$ cat config.mk
export PLATFORM = sky130hd
export DESIGN_NAME = mult32_seq_flat
export DESIGN_NICKNAME = d
export VERILOG_FILES = /design/src/rtl/mult32_seq_pkg.sv /design/src/rtl/mult32_seq_if.sv /design/src/rtl/mult32_seq_step.sv /design/src/rtl/mult32_seq.sv /design/src/flat_wrapper.sv
export SDC_FILE = /design/constraint.sdc
export NUM_CORES = 1
export LEC_CHECK = 0
export ABC_AREA = 1
export BUFFER_PORTS_ARGS = -buffer_cell sky130_fd_sc_hd__buf_2
export CAP_MARGIN = 20
export CELL_PAD_IN_SITES_DETAIL_PLACEMENT = 0
export CELL_PAD_IN_SITES_GLOBAL_PLACEMENT = 1
export CORE_ASPECT_RATIO = 1.75
export CORE_MARGIN = 2
export CORE_UTILIZATION = 25
export DETAILED_ROUTE_END_ITERATION = 12
export GPL_ROUTABILITY_DRIVEN = 0
export PLACE_DENSITY = 0.49
export SETUP_SLACK_MARGIN = 0.02
export SYNTH_ARGS = -nofsm -noshare
export SYNTH_HDL_FRONTEND = slang
export SYNTH_SLANG_ARGS = --single-unit
$ cat constraint.sdc
create_clock -name CLK -period 3.1 [get_ports CLK]
set_input_delay 0.31 -clock CLK [delete_from_list [all_inputs] [get_ports CLK]]
set_output_delay 0.31 -clock CLK [all_outputs]
set_load 0.01 [all_outputs]
$ cat src/rtl/mult32_seq_pkg.sv
// Shared definitions for the iterative shift-and-add multiplier:
// state encoding, default widths and the product negate helper.
package mult_pkg;

    localparam int WIDTH  = 32;
    localparam int CNT_W  = 6;
    localparam int PROD_W = 2 * WIDTH;

    typedef enum logic [1:0] {
        IDLE  = 2'd0,
        CALC  = 2'd1,
        FIXUP = 2'd2,
        FIN   = 2'd3
    } stateT;

    // Two's complement of a full-width product, used to restore the sign
    // after multiplying magnitudes.
    function automatic logic [PROD_W-1:0] negProd(input logic [PROD_W-1:0] v);
        return (~v) + PROD_W'(1);
    endfunction

endpackage

$ cat src/rtl/mult32_seq_if.sv
// Request/response bundle between the ALU sequencer and the multiplier.
// The master issues START with operands; the slave answers with
// BUSY/DONE and the HI/LO product halves.
interface mult32_seq_if #(
    parameter int WIDTH = 32
);
    logic             START;
    logic             SIGNED;
    logic [WIDTH-1:0] A;
    logic [WIDTH-1:0] B;
    logic             BUSY;
    logic             DONE;
    logic [WIDTH-1:0] HI;
    logic [WIDTH-1:0] LO;

    modport master (
        output START, SIGNED, A, B,
        input  BUSY, DONE, HI, LO
    );

    modport slave (
        input  START, SIGNED, A, B,
        output BUSY, DONE, HI, LO
    );
endinterface

$ cat src/rtl/mult32_seq_step.sv
// One shift-and-add iteration: conditionally add the multiplicand into
// the accumulator, then shift {carry, acc, mplier} right by one so the
// retired multiplier bit falls off and the product's low half fills in.
module mult_step #(
    parameter int WIDTH = 32
) (
    input  logic [WIDTH-1:0] acc,
    input  logic [WIDTH-1:0] mplier,
    input  logic [WIDTH-1:0] mcand,
    output logic [WIDTH-1:0] accNext,
    output logic [WIDTH-1:0] mplierNext
);

    logic [WIDTH:0] sum;

    // Add with a carry bit so the shift never loses the top of the sum.
    always_comb begin
        sum = {1'b0, acc};
        if (mplier[0]) begin
            sum = {1'b0, acc} + {1'b0, mcand};
        end
        accNext    = sum[WIDTH:1];
        mplierNext = {sum[0], mplier[WIDTH-1:1]};
    end

endmodule

$ cat src/rtl/mult32_seq.sv
// Iterative signed/unsigned multiplier retiring one multiplier bit per
// clock. Magnitudes are multiplied and the sign is restored in FIXUP,
// so the most negative operand needs no special handling.
// WIDTH must match mult_pkg::WIDTH because the negate helper is sized there.
module mult32_seq
    import mult_pkg::*;
#(
    parameter int WIDTH = mult_pkg::WIDTH,
    parameter int CNT_W = mult_pkg::CNT_W
) (
    input  logic        CLK,
    input  logic        RST,
    mult32_seq_if.slave bus
);

    stateT             state;
    stateT             stateNext;
    logic              accept;
    logic [WIDTH-1:0]  mcand;
    logic [WIDTH-1:0]  acc;
    logic [WIDTH-1:0]  mplier;
    logic [WIDTH-1:0]  accStep;
    logic [WIDTH-1:0]  mplierStep;
    logic              neg;
    logic [CNT_W-1:0]  cnt;
    logic [2*WIDTH-1:0] prodFixed;
    logic              busyReg;
    logic              doneReg;
    logic [WIDTH-1:0]  hiReg;
    logic [WIDTH-1:0]  loReg;

    mult_step #(.WIDTH(WIDTH)) uStep (
        .acc        (acc),
        .mplier     (mplier),
        .mcand      (mcand),
        .accNext    (accStep),
        .mplierNext (mplierStep)
    );

    // Sequencing: a request is taken in IDLE or in FIN, which gives back-to-back operation.
    always_comb begin
        stateNext = state;
        accept    = 1'b0;
        prodFixed = neg ? negProd({acc, mplier}) : {acc, mplier};
        case (state)
            IDLE: begin
                if (bus.START) begin
                    accept    = 1'b1;
                    stateNext = CALC;
                end
            end
            CALC: begin
                if (cnt == CNT_W'(WIDTH - 1)) begin
                    stateNext = FIXUP;
                end
            end
            FIXUP: stateNext = FIN;
            FIN: begin
                if (bus.START) begin
                    accept    = 1'b1;
                    stateNext = CALC;
                end else begin
                    stateNext = IDLE;
                end
            end
            default: stateNext = IDLE;
        endcase
    end

    // State register; reset aborts any operation in flight.
    always_ff @(posedge CLK or negedge RST) begin
        if (!RST) begin
            state <= IDLE;
        end else begin
            state <= stateNext;
        end
    end

    // Datapath: latch operand magnitudes on accept, iterate in CALC, apply sign in FIXUP.
    always_ff @(posedge CLK or negedge RST) begin
        if (!RST) begin
            mcand  <= '0;
            acc    <= '0;
            mplier <= '0;
            neg    <= 1'b0;
            cnt    <= '0;
        end else if (accept) begin
            mcand  <= (bus.SIGNED && bus.A[WIDTH-1]) ? -bus.A : bus.A;
            mplier <= (bus.SIGNED && bus.B[WIDTH-1]) ? -bus.B : bus.B;
            acc    <= '0;
            neg    <= bus.SIGNED & (bus.A[WIDTH-1] ^ bus.B[WIDTH-1]);
            cnt    <= '0;
        end else if (state == CALC) begin
            acc    <= accStep;
            mplier <= mplierStep;
            cnt    <= cnt + CNT_W'(1);
        end else if (state == FIXUP) begin
            {acc, mplier} <= prodFixed;
        end
    end

    // Registered handshake and result; HI/LO only move on the edge entering FIN.
    always_ff @(posedge CLK or negedge RST) begin
        if (!RST) begin
            busyReg <= 1'b0;
            doneReg <= 1'b0;
            hiReg   <= '0;
            loReg   <= '0;
        end else begin
            busyReg <= (stateNext == CALC) || (stateNext == FIXUP);
            doneReg <= (stateNext == FIN);
            if (state == FIXUP) begin
                {hiReg, loReg} <= prodFixed;
            end
        end
    end

    assign bus.BUSY = busyReg;
    assign bus.DONE = doneReg;
    assign bus.HI   = hiReg;
    assign bus.LO   = loReg;

endmodule

$ cat src/flat_wrapper.sv
// flat-port wrapper written by rule: the top's interface ports become plain ports
module mult32_seq_flat import mult_pkg::*;
#(
    parameter int WIDTH = mult_pkg::WIDTH,
    parameter int CNT_W = mult_pkg::CNT_W
)
  (CLK, RST, bus_START, bus_SIGNED, bus_A, bus_B, bus_BUSY, bus_DONE, bus_HI, bus_LO);
  mult32_seq_if #(.WIDTH(WIDTH)) bus_i ();
  input  logic CLK;
  input  logic RST;
  input wire logic [$bits(bus_i.START)-1:0] bus_START;
  input wire logic [$bits(bus_i.SIGNED)-1:0] bus_SIGNED;
  input wire logic [$bits(bus_i.A)-1:0] bus_A;
  input wire logic [$bits(bus_i.B)-1:0] bus_B;
  output wire logic [$bits(bus_i.BUSY)-1:0] bus_BUSY;
  output wire logic [$bits(bus_i.DONE)-1:0] bus_DONE;
  output wire logic [$bits(bus_i.HI)-1:0] bus_HI;
  output wire logic [$bits(bus_i.LO)-1:0] bus_LO;
  assign bus_i.START = bus_START;
  assign bus_i.SIGNED = bus_SIGNED;
  assign bus_i.A = bus_A;
  assign bus_i.B = bus_B;
  assign bus_BUSY = bus_i.BUSY;
  assign bus_DONE = bus_i.DONE;
  assign bus_HI = bus_i.HI;
  assign bus_LO = bus_i.LO;
  mult32_seq #(.WIDTH(WIDTH), .CNT_W(CNT_W)) u_core (.CLK(CLK), .RST(RST), .bus(bus_i));
endmodule
==> impl_metrics.toml, run 1 <==
[logic_synthesis]
netlist_instances = 2195
avgSynthCellArea_um2 = 6.27
synth-seq-cells = 171
syn_area_mm2 = 0.0138
yosys-top-cells-count = "735 x nand2_1, 256 x nor2_1, 236 x inv_1"
ys_seq_area_frac = 0.311
ys_types = 49
ys.flop_type = "dfrtp_1"
synth.most_common_cell = "nand2_1"
synth_edf_count = 0
yosys_warnings = 0
synth_top_cells_by_area = "dfrtp_1 31%, nand2_1 20%, nor2_1 7.0%"
async_reset_ff_frac = 1.00
yosysTopAreaCellShare = 0.311
yosysTopAreaCell = "dfrtp_1"
syn-num-nets = 2305

[sta]
rsz0062_at_grt = "false"
fmax_mhz = 387
relSlewSlack = 0.487
tns_ps = 0
layout_setup_ws_ps = 517
post-route-min-period_ps = 2580
setup-violations-final = 0
fin_crit_sh = 0.833
maxSlewViolCount = 0
worst_slew_pin_slew_ps = 762
hold_violations = 0
clock_skew_ps = 15.9

[worst_setup_path]
crit_slowest_cell = "dfrtp_1"
worstPathCellList = "ha_1, inv_1, fa_1, inv_1, nand3_1, nand3_1, nand3_1, nand2_1, nand2_1, nand2_1, nand2_1, nand3_1, nand2_1, nand2_1, nand2_1"
crit_top_cell = "nand2_1"
startpoint = "u_core.acc[0]$_DFFE_PN0N_"
critical_path_arrival_ps = 2950
cp_max_fo = 6
r2r_start = "u_core.acc[0]$_DFFE_PN0N_"
endpoint_kind = "flip-flop"
slowest_delay_ps = 480
path_delay_family = "simple AND/OR/NAND/NOR gates"
cp-start-kind = "flip-flop"
cp_num_buf_inv = 2
required_ps = 3460
worst-setup-path-type = "flip-flop to flip-flop"

[final_layout]
layout-drive-gt1-share = 0.126
finalNetCount = 2447
nFillCells = 6209
syn_to_final_growth_pct = 17.6

[clocking]
cts_tree = "built"
clockBufferDepth = 2
cts.sinks = 171
cts_root_buf = "clkbuf_16"
cts_inserted_buffers = 17
clk_pin_slew_ps = 80
cts-resized-gates = 0
holdBufCountCts = 1
clock_latency_ps = 480
cts.htree.levels = 4
cts_setup_buffers = 0

[pwr]
power.leakage_nw = 8.21
max-vdd-ir-drop_mv = 0.459
p_total_mw = 20.4
p_per_area_mw_per_mm2 = 1260

[grt]
grt_util_all_layers = 0.236
antenna_found_initial = 1
grt_pass1_wl_um = 97700
grt_pass1_vias = 15333
overflow = 0
grt_start_max_net_pins = 75

[floorplan]
die_x_um = 181
num_io_pins = 134
die_h_um = 314
start_util = 0.254
die_area_mm2 = 0.0570
core_area_mm2 = 0.0543
num_rows = 113

[routing]
ant_nets = 0
wl_um = 66800
drc = 0
vias_per_cell = 4.87
drtIter0Drc = 758
wl_per_cell_um = 22.0
firstDrtPassIters = 5
num_vias = 14813

[hold_path]
holdCritPathClass = "input pin to flip-flop"
hold_start = "bus_B[28]"

[outcome]
status = "finished clean"

[placed_design]
post-dp-hpwl_um = 54100
portBuffers = 133
place_ws_ps = 505

[flow_run]
maxCapViolCount = 0
-- worst reg2reg max path: cells and delay by family (launching register included) --
| family | cells | cell delay (ps) |
|---|---|---|
| buf+inv | 2 | 220 |
| flops | 1 | 480 |
| fa+ha+maj | 2 | 620 |
| simple gates | 11 | 1150 |
-- layout by cell type (no fill, tap or decap), drive strengths merged, types with 41 or more instances in the layout --
cell   instances
nand3        177
ha            41
o21ai        147
nand2        753
dfrtp        171
buf          191
inv          248
a21oi         97
xor2          53
nor2         278
-- registers in the layout (all words and copies together) (netlist names) --
name             cells
u_core.bus.BUSY      1
u_core.neg           1
u_core.bus.LO       32
u_core.acc          32
u_core.mplier       32
u_core.bus.DONE      1
u_core.state         2
u_core.cnt           6
u_core.mcand        32
u_core.bus.HI       32
-- kinds of logic after synthesis --
group | Yosys count | share of synthesized area
AND/OR/NAND/NOR | 1283 | 0.393
XOR/XNOR | 63 | 0.0406
flip-flops | 171 | 0.311
buffers and inverters | 315 | 0.0875
AO/OA/AOI/OAI | 321 | 0.129
adder cells (fa/ha/maj) | 42 | 0.0387
-- power by group --
group          internal [mW]  switching [mW]  total, mW  leakage, nW
Sequential              3.36            1.26       4.61         2.09
Clock                   1.36            1.10       2.47        0.308
Combinational           4.09            9.20       13.3         5.81
-- worst paths after layout --
kind                       slack, ps                            end  depth (start not counted)
setup / recovery                 520     u_core.acc[27]$_DFFE_PN0N_                         15
hold / removal                   110  u_core.mplier[28]$_DFFE_PN0N_                          4
setup reg to reg                 520     u_core.acc[27]$_DFFE_PN0N_                         15
hold reg to reg                  480  u_core.bus.LO[26]$_DFFE_PN0N_                          2
max in group asynchronous       1830   u_core.bus.LO[0]$_DFFE_PN0N_                          3
min in group asynchronous        380      u_core.cnt[3]$_DFFE_PN0P_                          2
-- final cells by class --
| cell class | instances | area (µm²) | area share |
|---|---|---|---|
| clock inverters | 15 | 211 | 0.0131 |
| well taps | 690 | 863 | 0.0533 |
| multi-input cells | 1709 | 8290 | 0.512 |
| clock buffers | 17 | 425 | 0.0263 |
| repair buffers | 193 | 1190 | 0.0735 |
| diodes | 1 | 2.50 | 0.000155 |
| flip-flops and latches | 171 | 4280 | 0.264 |
| inverters | 245 | 920 | 0.0568 |
-- metrics by stage --
step	utilization	instances	hold slack [ps]	instance area, µm²
after CTS	0.298	3040	79.9	16200
after global routing	0.298	3040	118	16200
after floorplan	-	2195	14.4	13800
final	0.298	3041	108	16200
after global placement	0.286	3007	356	15500
after detailed placement	0.286	3007	357	15500
-- metal layers --
layer  part of all wire  global-route usage  up-vias
li1                   -                   -     7348
met1               0.34               0.222     7007
met2               0.56               0.474      331
met3              0.023              0.0250      127
met4              0.071               0.158        0
met5                  0                   0        -
Note: power is estimated with default switching activity, not from simulation.
==> inputs of run 2 (changes only) <==
--- a/config.mk
+++ b/config.mk
@@ -5,7 +5,7 @@
 export SDC_FILE = /design/constraint.sdc
 export NUM_CORES = 1
 export LEC_CHECK = 0
-export ABC_AREA = 1
+export ABC_AREA = 0
 export BUFFER_PORTS_ARGS = -buffer_cell sky130_fd_sc_hd__buf_2
 export CAP_MARGIN = 20
 export CELL_PAD_IN_SITES_DETAIL_PLACEMENT = 0
@@ -15,7 +15,7 @@
 export CORE_UTILIZATION = 25
 export DETAILED_ROUTE_END_ITERATION = 12
 export GPL_ROUTABILITY_DRIVEN = 0
-export PLACE_DENSITY = 0.49
+export PLACE_DENSITY = 0.46
 export SETUP_SLACK_MARGIN = 0.02
 export SYNTH_ARGS = -nofsm -noshare
 export SYNTH_HDL_FRONTEND = slang
==> constraint.sdc (replaced) <==
create_clock -name CLK -period 2.65 [get_ports CLK]
set_input_delay 0.265 -clock CLK [delete_from_list [all_inputs] [get_ports CLK]]
set_output_delay 0.265 -clock CLK [all_outputs]
set_load 0.01 [all_outputs]
==> run 2 against run 1 <==
Compared with the run above: the run now ends with negative setup slack left; critical path type unchanged; clock skew about the same; setup slack worse by 950 ps; combinational power is 8% higher; first-iteration DRC count decreased by 38%; largest cell class unchanged; sequential cell count is the same; worst hold slack improved by 2.5 ps.
==> impl_metrics.toml, run 2 <==
[clocking]
cts_inserted_buffers = 17
cts_tree = "built"
clk_pin_slew_ps = 80
clockBufferDepth = 2
clock_latency_ps = 460
cts.htree.levels = 4
cts.sinks = 171
cts_root_buf = "clkbuf_16"

[routing]
wl_met3_um = 1180
met2WireLength_um = 24700
wl_per_cell_um = 19.0
firstDrtPassIters = 4
wl_met1_um = 18400
drc = 0
top_layer = "met4"
vias_per_cell = 4.88
ant_nets = 0
wl_um = 45400
drtIter0Drc = 469
num_vias = 11662

[logic_synthesis]
synth-seq-cells = 171
avgSynthCellArea_um2 = 8.21
yosys-top-cells-count = "171 x dfrtp_1, 167 x a21oi_1, 161 x nand2_1"
syn-num-nets = 1545
synth_edf_count = 0
netlist_instances = 1435
ys.flop_type = "dfrtp_1"
synth_top_cells_by_area = "dfrtp_1 36%, a21oi_1 7.1%, o21ai_0 6.7%"
ys_seq_area_frac = 0.363
async_reset_ff_frac = 1.00
yosysTopAreaCell = "dfrtp_1"
syn_area_mm2 = 0.0118
yosys_warnings = 0
ys_types = 70
synth.most_common_cell = "dfrtp_1"
yosysTopAreaCellShare = 0.363

[sta]
setup-violations-final = 68
clock_skew_ps = 16.0
layout_setup_ws_ps = -429
relSlewSlack = 0.447
worst_slew_pin_slew_ps = 827
fmax_mhz = 325
fin_crit_sh = 1.16
hold_violations = 0
post-route-min-period_ps = 3080
rsz0062_at_grt = "true"
maxSlewViolCount = 0

[placed_design]
dpl_cell_area_mm2 = 0.0151
post-dp-hpwl_um = 35400
portBuffers = 133
place_ws_ps = -453

[final_layout]
finalNetCount = 1901
utilization = 0.358
nFillCells = 4933
layout-drive-gt1-share = 0.335
mostFrequentLayoutCells = "267 x buf_4, 167 x dfrtp_1, 152 x nand2_1"
fin_area_mm2 = 0.0167
multi_input_area_mm2 = 0.00789
syn_to_final_growth_pct = 42.2
insertedDiodeCount = 0
final_common_cell = "buf_4"
seq_area_mm2 = 0.00428

[pwr]
p_total_mw = 21.5
max-vdd-ir-drop_mv = 0.560
power.leakage_nw = 7.60
p_per_area_mw_per_mm2 = 1280

[outcome]
status = "complete, but fails checks"
violations = "negative setup slack"

[worst_setup_path]
cp-start-kind = "flip-flop"
endpoint_kind = "flip-flop"
r2r_start = "u_core.mplier[23]$_DFFE_PN0N_"
worst_r2r_path_depth = 10
required_ps = 2990
worst-setup-path-type = "flip-flop to flip-flop"
critical_path_arrival_ps = 3420
r2r-end = "u_core.acc[5]$_DFFE_PN0N_"
ff2ff_setup_slack_ps = -430
cp_max_fo = 3

[floorplan]
core_area_mm2 = 0.0468
die_x_um = 168
num_io_pins = 134
start_util = 0.252
die_area_mm2 = 0.0489
num_rows = 105
die_h_um = 291

[hold_path]
min_to = "u_core.mcand[17]$_DFFE_PN0P_"
worstHoldPathCells = 3
holdCritPathClass = "input pin to flip-flop"
hold_start = "bus_A[17]"

[grt]
grt_pass1_wl_um = 70500
overflow = 0
antenna_found_initial = 0
grt_util_all_layers = 0.187
grt_start_max_net_pins = 57
grt_pass1_vias = 12209

[flow_run]
maxCapViolCount = 0
==> run 2: power breakdown <==
group | switching (mW) | internal, mW
combinational | 7.61 | 6.65
clock | 1.17 | 1.56
sequential | 0.863 | 3.64
==> run 2: worst max path at each step <==
stage / startpoint / cells past startpoint / slack, ps / to
floorplan: u_core.mplier[23]$_DFFE_PN0N_ / 9 / -300 / u_core.acc[28]$_DFFE_PN0N_
global placement: u_core.mplier[23]$_DFFE_PN0N_ / 8 / -470 / u_core.acc[0]$_DFFE_PN0N_
detailed placement: u_core.mplier[23]$_DFFE_PN0N_ / 8 / -450 / u_core.acc[0]$_DFFE_PN0N_
CTS: u_core.mplier[21]$_DFFE_PN0N_ / 9 / -420 / u_core.acc[28]$_DFFE_PN0N_
global route: u_core.mplier[23]$_DFFE_PN0N_ / 9 / -530 / u_core.acc[28]$_DFFE_PN0N_
finish: u_core.mplier[23]$_DFFE_PN0N_ / 10 / -430 / u_core.acc[5]$_DFFE_PN0N_
==> run 2: worst max-delay path, cell delays in order, from the launching register on <==
cell and delay [ps]:
dfrtp_1 380, or4_4 570, buf_4 170, nor4b_4 240
nand2_1 100, or3b_4 420, or3_4 370, o31a_1 290
xnor2_2 160, a21oi_1 90, a22o_1 170
==> run 2: cell families (layout without fill, tap and decap cells) <==
family	after synthesis	in the layout	share of synthesized area
AOI/OAI and AO/OA	486	486	0.247
buffers and inverters	115	484	0.0390
xor gates and xnor gates	144	144	0.107
and+or+nand+nor	454	454	0.179
muxes	23	23	0.0201
adders and majority gates	42	42	0.0452
DFF	171	171	0.363
==> run 2: metal layers <==
metal | global-route usage | vias up
li1 | - | 5854
met1 | 0.210 | 5570
met2 | 0.359 | 188
met3 | 0.0239 | 50
met4 | 0.0614 | 0
met5 | 0 | -
==> run 2: per-stage QoR <==
step	std cells	hold WS (ps)	TNS (ps)
3_3_place_gp	2335	203	-16610
3_5_place_dp	2335	209	-17450
4_1_cts	2378	82.3	-13870
5_1_grt	2392	121	-24180
2_1_floorplan	1435	-30.6	-2060
6_report	2392	111	-17510
==> run 2: what timing repair did <==
action | 4_1_cts | 5_1_grt
endpoints found under the setup margin | 78 | 81
pin swaps | 52 | 62
hold endpoints to repair | 31 | 0
resized for setup | 78 | 111
hold buffers | 1 | 0
buffers inserted | 10 | 16
==> run 2: layout make-up <==
| type | instances | area share |
|---|---|---|
| multi-input cells | 1149 | 0.471 |
| flip-flops and latches | 171 | 0.256 |
| repair buffers | 429 | 0.187 |
| well taps | 588 | 0.0439 |
| clock buffers | 22 | 0.0283 |
| clock inverters | 10 | 0.00837 |
| inverters | 23 | 0.00516 |
